--- config.mk ---
export PLATFORM = sky130hd
export DESIGN_NAME = x1_bus_arbiter
export DESIGN_NICKNAME = d
export VERILOG_FILES = /design/src/rtl/x1_bus_pkg.sv /design/src/rtl/x1_cpu_cycle_det.sv /design/src/rtl/x1_bus_arbiter.sv
export SDC_FILE = /design/constraint.sdc
export NUM_CORES = 1
export LEC_CHECK = 0
export CORE_UTILIZATION = 45
export DETAILED_ROUTE_END_ITERATION = 12
export GPL_TIMING_DRIVEN = 0
export PLACE_DENSITY = 0.79
export SYNTH_ARGS = -nofsm -noshare
export SYNTH_HDL_FRONTEND = slang
export SYNTH_SLANG_ARGS = --single-unit
--- constraint.sdc ---
create_clock -name clk_sys -period 1.94 [get_ports clk_sys]
set_input_delay 0.194 -clock clk_sys [delete_from_list [all_inputs] [get_ports clk_sys]]
set_output_delay 0.194 -clock clk_sys [all_outputs]
set_load 0.01 [all_outputs]
--- src/rtl/x1_bus_pkg.sv ---
// rtl/x1_bus_pkg.sv - shared encodings and constants for the X1 bus arbiter
package x1_bus_pkg;

  typedef enum logic [2:0] {
    ST_IDLE,
    ST_VID_RD,
    ST_VID_DATA,
    ST_CPU_RD,
    ST_CPU_DATA,
    ST_CPU_WR
  } state_t;

  localparam logic [7:0]  IPL_ON_PORT     = 8'h1D;
  localparam logic [7:0]  IPL_OFF_PORT    = 8'h1E;
  localparam logic [15:0] IPL_TOP_DEFAULT = 16'h7FFF;

endpackage

--- src/rtl/x1_cpu_cycle_det.sv ---
// rtl/x1_cpu_cycle_det.sv - rising-edge detectors for Z80 memory and I/O-write cycle starts
module x1_cpu_cycle_det (
  input  logic clk_sys,
  input  logic reset_n,
  input  logic cpu_mreq,
  input  logic cpu_iorq,
  input  logic cpu_rd,
  input  logic cpu_wr,
  input  logic cpu_rfsh,
  output logic mem_start,
  output logic io_wr_start
);

  logic mem_act;
  logic io_act;
  logic mem_q;
  logic io_q;

  // Refresh cycles also raise mreq; they must never reach the RAM.
  assign mem_act = cpu_mreq & (cpu_rd | cpu_wr) & ~cpu_rfsh;
  assign io_act  = cpu_iorq & cpu_wr;

  assign mem_start   = mem_act & ~mem_q;
  assign io_wr_start = io_act & ~io_q;

  always_ff @(posedge clk_sys or negedge reset_n) begin
    if (!reset_n) begin
      mem_q <= 1'b0;
      io_q  <= 1'b0;
    end else begin
      mem_q <= mem_act;
      io_q  <= io_act;
    end
  end

endmodule

--- src/rtl/x1_bus_arbiter.sv ---
// rtl/x1_bus_arbiter.sv - single-port main RAM sharing between Z80 and video fetch, plus IPL ROM overlay
module x1_bus_arbiter
  import x1_bus_pkg::*;
#(
  parameter int          AW      = 16,
  parameter int          ROM_AW  = 12,
  parameter logic [15:0] IPL_TOP = IPL_TOP_DEFAULT
) (
  input  logic              clk_sys,
  input  logic              reset_n,
  input  logic              cpu_mreq,
  input  logic              cpu_iorq,
  input  logic              cpu_rd,
  input  logic              cpu_wr,
  input  logic              cpu_rfsh,
  input  logic [15:0]       cpu_a,
  input  logic [7:0]        cpu_dout,
  output logic [7:0]        cpu_din,
  output logic              cpu_wait_n,
  input  logic              vid_req,
  input  logic [AW-1:0]     vid_addr,
  output logic              vid_ack,
  output logic [7:0]        vid_data,
  output logic [AW-1:0]     ram_addr,
  output logic              ram_we,
  output logic [7:0]        ram_din,
  input  logic [7:0]        ram_dout,
  output logic [ROM_AW-1:0] rom_addr,
  input  logic [7:0]        rom_dout,
  output logic              ipl_en
);

  state_t        state;
  logic          mem_start;
  logic          io_wr_start;
  logic          cpu_pend;
  logic          cpu_we_q;
  logic          cpu_rom_q;
  logic [15:0]   cpu_addr_q;
  logic [7:0]    cpu_data_q;
  logic          vid_pend;
  logic [AW-1:0] vid_addr_q;
  logic          last_vid;
  logic          wait_q;

  x1_cpu_cycle_det u_cycle_det (
    .clk_sys     (clk_sys),
    .reset_n     (reset_n),
    .cpu_mreq    (cpu_mreq),
    .cpu_iorq    (cpu_iorq),
    .cpu_rd      (cpu_rd),
    .cpu_wr      (cpu_wr),
    .cpu_rfsh    (cpu_rfsh),
    .mem_start   (mem_start),
    .io_wr_start (io_wr_start)
  );

  // Wait must drop in the very cycle the access starts, before the register catches up.
  assign cpu_wait_n = wait_q & ~mem_start;
  assign rom_addr   = cpu_a[ROM_AW-1:0];

  always_ff @(posedge clk_sys or negedge reset_n) begin
    if (!reset_n) begin
      state      <= ST_IDLE;
      cpu_din    <= 8'h00;
      wait_q     <= 1'b1;
      vid_ack    <= 1'b0;
      vid_data   <= 8'h00;
      ram_addr   <= '0;
      ram_we     <= 1'b0;
      ram_din    <= 8'h00;
      ipl_en     <= 1'b1;
      cpu_pend   <= 1'b0;
      cpu_we_q   <= 1'b0;
      cpu_rom_q  <= 1'b0;
      cpu_addr_q <= 16'h0000;
      cpu_data_q <= 8'h00;
      vid_pend   <= 1'b0;
      vid_addr_q <= '0;
      last_vid   <= 1'b0;
    end else begin
      vid_ack <= 1'b0;

      case (state)
        ST_IDLE: begin
          // Video normally wins; right after a video grant a waiting CPU goes first.
          if (vid_pend && !(cpu_pend && last_vid)) begin
            state    <= ST_VID_RD;
            ram_addr <= vid_addr_q;
            vid_pend <= 1'b0;
            last_vid <= 1'b1;
          end else if (cpu_pend) begin
            cpu_pend <= 1'b0;
            last_vid <= 1'b0;
            ram_addr <= cpu_addr_q[AW-1:0];
            if (cpu_we_q) begin
              ram_we  <= 1'b1;
              ram_din <= cpu_data_q;
              state   <= ST_CPU_WR;
            end else begin
              state   <= ST_CPU_RD;
            end
          end
        end
        ST_VID_RD:   state <= ST_VID_DATA;
        ST_VID_DATA: begin
          vid_data <= ram_dout;
          vid_ack  <= 1'b1;
          state    <= ST_IDLE;
        end
        ST_CPU_RD:   state <= ST_CPU_DATA;
        ST_CPU_DATA: begin
          cpu_din <= cpu_rom_q ? rom_dout : ram_dout;
          wait_q  <= 1'b1;
          state   <= ST_IDLE;
        end
        ST_CPU_WR: begin
          ram_we <= 1'b0;
          wait_q <= 1'b1;
          state  <= ST_IDLE;
        end
        default:     state <= ST_IDLE;
      endcase

      // Captures follow the grant logic so a request on the grant edge is kept.
      if (mem_start) begin
        cpu_pend   <= 1'b1;
        cpu_addr_q <= cpu_a;
        cpu_data_q <= cpu_dout;
        cpu_we_q   <= cpu_wr;
        cpu_rom_q  <= ipl_en && (cpu_a <= IPL_TOP);
        wait_q     <= 1'b0;
      end

      if (vid_req) begin
        vid_pend   <= 1'b1;
        vid_addr_q <= vid_addr;
      end

      if (io_wr_start) begin
        if (cpu_a[15:8] == IPL_OFF_PORT) begin
          ipl_en <= 1'b0;
        end else if (cpu_a[15:8] == IPL_ON_PORT) begin
          ipl_en <= 1'b1;
        end
      end
    end
  end

endmodule
# After elaboration in Yosys (flattened, before gate mapping)
# Index checks and enable logic that the tools add are counted.
# Widths: inputs -> output; s select.
totals:
  regBits: 94
  elab_cells: 87
op_classes:
  magnitude_cmp: 1
  n_eq_ne: 12
  mux: 24
  bitwise: 12
  reduce_logical: 19
ops:
  columns: ["operator", "n"]
  rows:
  - ["$mux 16", 2]
  - ["$eq 8x5->1 const B", 2]
  - ["$le 16x15->1 const B", 1]
  - ["$mux 1", 16]
  - ["$reduce_bool 2->1", 7]
  - ["$mux 3", 3]
  - ["$pmux 3 s3", 1]
  - ["$mux 8", 1]
  - ["$ne 2x2->1 const B", 4]
  - ["$reduce_and 2->1", 4]
  - ["$reduce_and 4->1", 2]
  - ["$and 1x1->1", 6]
  - ["$eq 3x2->1 const B", 2]
  - ["$eq 3x3->1 const B", 2]
  - ["$not 1->1", 5]
  - ["$eq 3x1->1 const B", 1]
  - ["$logic_and 1x1->1", 3]
  - ["$logic_not 3->1", 1]
  - ["$ne 3x3->1 const B", 1]
  - ["$pmux 1 s2", 1]
  - ["$reduce_or 2->1", 1]
  - ["$logic_not 1->1", 1]
  - ["$or 1x1->1", 1]

# Depth between registers and ports, before layout
depth:
  word_depth: 6
  depth_mapped: 6
  depth_no_buf: 3

# Modules after synthesis
# From an unflattened synthesis, not the netlist that was laid out.
unflattened:
  cells_unflattened: 275
  area_unflattened_um2: 3992.6
modules_own_cells:
  columns: ["mod", "instances", "cells_per_inst", "area_per_inst_um2", "seq_area_each_um2"]
  rows:
  - ["x1_bus_arbiter", 1, 268, 3895.0, 2304.7]
  - ["x1_cpu_cycle_det", 1, 7, 97.6, 50.0]

# Least setup slack after synthesis
# OpenSTA, ideal clock, no wires.
synth_timing:
  path_type: "register -> register"
  from: "register cpu_pend"
  to: "register ram_addr[10]"
  t_arrival_ps: 1664
  required_ps: 1815
  slack_ps: 151
  stages_incl_launch_ff: 6
  n_path_buf: 2
  synth_period_minus_slack_ps: 1789
  path_cell_list: "dfrtp_1 -> buf_2 -> a21boi_2 -> buf_2 -> mux2_2 -> mux2_2"
synth_via:
  elab_chain_cells: 5
synth_rtl:
  columns: ["item", "line", "rtl"]
  rows:
  - ["start, declared", "x1_bus_arbiter.sv:36", "logic cpu_pend;"]
  - ["start signal, assigned", "x1_bus_arbiter.sv:73", "cpu_pend <= 1'b0;"]
  - ["start signal, assigned", "x1_bus_arbiter.sv:93", "cpu_pend <= 1'b0;"]
  - ["start signal, assigned", "x1_bus_arbiter.sv:127", "cpu_pend <= 1'b1;"]
  - ["$logic_and 1x1->1", "x1_bus_arbiter.sv:87", "if (vid_pend && !(cpu_pend && last_vid)) begin"]
  - ["$logic_not 1->1", "x1_bus_arbiter.sv:87", null]
  - ["$logic_and 1x1->1", "x1_bus_arbiter.sv:87", null]
  - ["$reduce_bool 2->1 (no line)", null, null]
  - ["$reduce_and 2->1 (no line)", null, null]
  - ["end signal, assigned", "x1_bus_arbiter.sv:89", "ram_addr <= vid_addr_q;"]
  - ["end signal, assigned", "x1_bus_arbiter.sv:95", "ram_addr <= cpu_addr_q[AW-1:0];"]
  - ["end, declared", "x1_bus_arbiter.sv:24", "output logic [AW-1:0] ram_addr,"]
# Parallel ways exist; a longest one is shown, timed or not.
# A chain may end at the register's enable or synchronous reset.

# Worst setup path in the final report
layout_timing:
  from: "register u_cycle_det.mem_q"
  to: "output cpu_wait_n"
layout_via:
  elab_chain_cells: 4
layout_rtl:
  columns: ["item", "line", "rtl"]
  rows:
  - ["start, declared", "x1_cpu_cycle_det.sv:16", "logic mem_q;"]
  - ["start signal, assigned", "x1_cpu_cycle_det.sv:31", "mem_q <= mem_act;"]
  - ["$not 1->1", "x1_cpu_cycle_det.sv:23", "assign mem_start = mem_act & ~mem_q;"]
  - ["$and 1x1->1", "x1_cpu_cycle_det.sv:23", null]
  - ["$not 1->1", "x1_bus_arbiter.sv:59", "assign cpu_wait_n = wait_q & ~mem_start;"]
  - ["$and 1x1->1", "x1_bus_arbiter.sv:59", null]
  - ["end, declared", "x1_bus_arbiter.sv:19", "output logic cpu_wait_n,"]
# Every way passes these cells.

==> summary.md <==
| Metric | Value |
|---|---|
| Total gr overflow | `0` |
| Largest net degree at the start of global routing | `63` |
| Root Buffer | `clkbuf_8` |
| H-tree Lvls | `3` |
| Fmax | `0.5284 GHz` |
| Max Transition Viols Final | `0` |
| IO Count | `120` |
| Slew @ Worst Pin | `~700 ps` |
| Die area | `0.009230 mm²` |
| Worst Hold Class | `in -> async` |
| Sequential Area | `about 0.0024 mm²` |
| Area Overhead vs Synth | `39.68%` |
| Period utilisation layout | `97.55%` |
| Critical Path End | `cpu_wait_n` |
| Setup Viol. Count Final | `0` |
| Ys flop type | `dfrtp_1` |
| Yosys cell types | `32` |
| DRT iter0 DRCs | `44` |
| Dpl ws | `-545.0 ps` |
| Clk pwr share | `between 10% and 20%` |
| Setup crit start | `u_cycle_det.mem_q$_DFF_PN0_` |
| Clock sinks | `94` |
| Die X | `96.08 µm` |
| Final Worst Setup Slack | `47.60 ps` |
| Routed WL per cell | `between 15 and 20 µm` |
| Reg2reg end | `cpu_addr_q[10]$_DFFE_PN0P_` |
| Max cap viols | `0` |
| RSZ-0062 raised after global routing | `false` |
| Core ar. | `0.008382 mm²` |
| DP HPWL | `5700 µm` |
| Sw Ratio | `29.78%` |
| Final setup TNS | `0 ps` |
| Worst-path clk slew | `~90 ps` |
| Cell area after synthesis | `0.003983 mm²` |
| Initial Util | `47.51%` |
| Initial antenna violation count | `0` |
| CTS Buf Count | `9` |
| DRC | `0` |
| Fraction of layout cells with a size suffix above 1 | `34.14%` |
| Status | `finished, final reports clean` |
| Worst reg-to-reg setup slack | `140 ps` |
| Most frequent cells in the layout | `clkdlybuf4s50_1, dfrtp_1, mux2_2, buf_4` |
| GRT Util Overall | `19.11%` |
| Static leakage | `~0.0024 µW` |
| Ys Warns | `0` |
| Port buffer count | `118` |
| Clk_skew | `9.939 ps` |
| Mapped Nets | `between 300 and 400` |
| Combinational fraction of design power | `44.1%` |
| Synth top area cells | `dfrtp_1, mux2_2, mux2_4` |
| Crit path time final | `1892 ps` |
| Area of the multi-input gates | `0.001444 mm²` |
| ANT cells | `0` |
| Clk_lat worst skew | `350 ps` |
| CP Capture Type | `output port` |
| Vias | `2584` |
| RR Startpoint | `u_cycle_det.mem_q$_DFF_PN0_` |
| Total internal power | `roughly 5300 µW` |
| Post-synthesis sequential area ratio | `59.13%` |
| Row count | `33` |
| Fillers | `651` |
| Synth Instances | `274` |
| Worst EP arrival | `1700 ps` |
| Post-synth top area share | `between 50 and 60%` |
| First-pass GRT wire length | `13080 µm` |
| Post-Syn Area per Cell | `between 10 and 15 µm²` |
| Sequential share of power | `39.2%` |
| CTS tree | `yes` |
| Most common cell after layout, fill and taps aside | `clkdlybuf4s50_1` |
| Sw Pwr | `2249 µW` |
| Hold_ws | `roughly 330 ps` |
| Setup CP Type | `reg -> out` |
| Hold Fails Final Rpt | `0` |
| Nets@finish | `473` |
| Number of synthesized flops with an enable pin | `0` |
| Power per Cell Area | `1357 mW/mm²` |
| Total power | `7551 µW` |
| Number of global-route vias before repair | `2761` |
| Register-to-Register Path Depth | `4` |
| Routed wire length | `8119 µm` |
| Die Span Y | `96.08 µm` |
| DRT Pass-1 Iters | `4` |
| Worst EP required | `1750 ps` |
| GP Congestion | `0.7244` |
| Routed Antenna Nets | `0` |
| Maximum clock insertion buffer count | `2` |
| Peak supply drop | `~0.83 mV` |
| Via density | `4.988` |
| Worst Path Max Fanout | `2` |
| Async set or reset register ratio after synthesis | `100.0%` |
| Cell taking the most area after synthesis | `dfrtp_1` |
| Max_slew headroom | `53.74%` |
| Critical path launch point type | `flop` |
| Flops & latches, synth | `94` |
-- final cells by class --
type / instances / area share [%]
Tap cell: 105 / 2.362
Inverter: 4 / 0.2699
Buffer: 26 / 3.261
Clock buffer: 11 / 2.542
Clock inverter: 4 / 0.8547
Sequential cell: 94 / 42.33
Multi-Input combinational cell: 149 / 25.96
Timing Repair Buffer: 125 / 22.42
-- cell families (layout without fill, tap and decap cells) --
| logic type | Yosys count | after routing | share of synthesized area [%] |
|---|---|---|---|
| AO/OA/AOI/OAI | 20 | 20 | 3.299 |
| buffers and inverters | 31 | 170 | 4.932 |
| flip-flops | 94 | 94 | 59.13 |
| multiplexers | 98 | 98 | 28.12 |
| AND/OR/NAND/NOR | 31 | 31 | 4.524 |
-- worst min-delay path by stage --
stage	depth (start not counted)	to	slack, ps	startpoint
5_1_grt	2	cpu_we_q$_DFFE_PN0P_	340	cpu_wr
6_report	2	ram_addr[6]$_DFFE_PN0P_	330	reset_n
2_1_floorplan	0	cpu_addr_q[0]$_DFFE_PN0P_	-100	reset_n
3_3_place_gp	1	ram_din[5]$_DFFE_PN0P_	480	cpu_data_q[5]$_DFFE_PN0P_
4_1_cts	2	cpu_we_q$_DFFE_PN0P_	310	cpu_wr
3_5_place_dp	1	ram_addr[6]$_DFFE_PN0P_	180	reset_n
-- routing by layer --
layer / part of all wire (%) / routed length (µm) / track usage [%]
met4: 0.81 / 66 / 7.463
met3: 8.2 / 663 / 6.477
met5: 0 / 0 / 0
met2: 47 / 3835 / 31.21
met1: 44 / 3554 / 23.31
-- Yosys cell counts (2+ instances only) --
library cell and instances:
a21oi_1 10, a31oi_1 2, buf_2 7, buf_4 13, buf_6 3, clkbuf_1 4
dfrtp_1 92, dfstp_2 2, inv_1 4, mux2_2 83, mux2_4 7, mux2i_1 8
nand2_1 4, nor2_1 10, nor2b_1 4, nor3_1 2, nor3b_1 2, o21a_1 2
o41ai_1 2
-- what timing repair did --
| action | CTS | global route |
|---|---|---|
| setup endpoints to repair | 9 | 9 |
| hold buffers | 1 | 0 |
| gates resized for setup | 9 | 1 |
| hold endpoints to repair | 32 | 0 |
| setup buffers | 2 | 3 |
| pin swaps | 2 | 1 |
-- worst max-delay path, cell delays in order, from the launching register on --
cell     delay, ps
dfrtp_1        380
or4b_4         580
buf_12         150
and2_1         120
buf_2          130
-- power groups by stage --
stage               clock (µW)  combinational (µW)  sequential [µW]
global route              1370                3610             3040
finish                    1260                3330             2960
floorplan                    0                1650             3150
global placement             0                3210             2960
CTS                       1310                3300             2960
detailed placement           0                3260             2990
-- state kept, by name (all words and copies together), names as in the netlist, 3 cells and up --
name and count:
cpu_data_q 8, ram_addr 16, cpu_din 8, cpu_addr_q 16
state 3, vid_addr_q 16, ram_din 8, vid_data 8
-- stage by stage --
step / std cells / util (%) / area, µm²
after floorplan: 274 / - / 3983
after global placement: 497 / 63.17 / 5295
after detailed placement: 498 / 63.47 / 5320
after CTS: 515 / 66.04 / 5535
after global routing: 518 / 66.37 / 5563
final: 518 / 66.37 / 5563
Note: power is estimated with default switching activity, not from simulation.
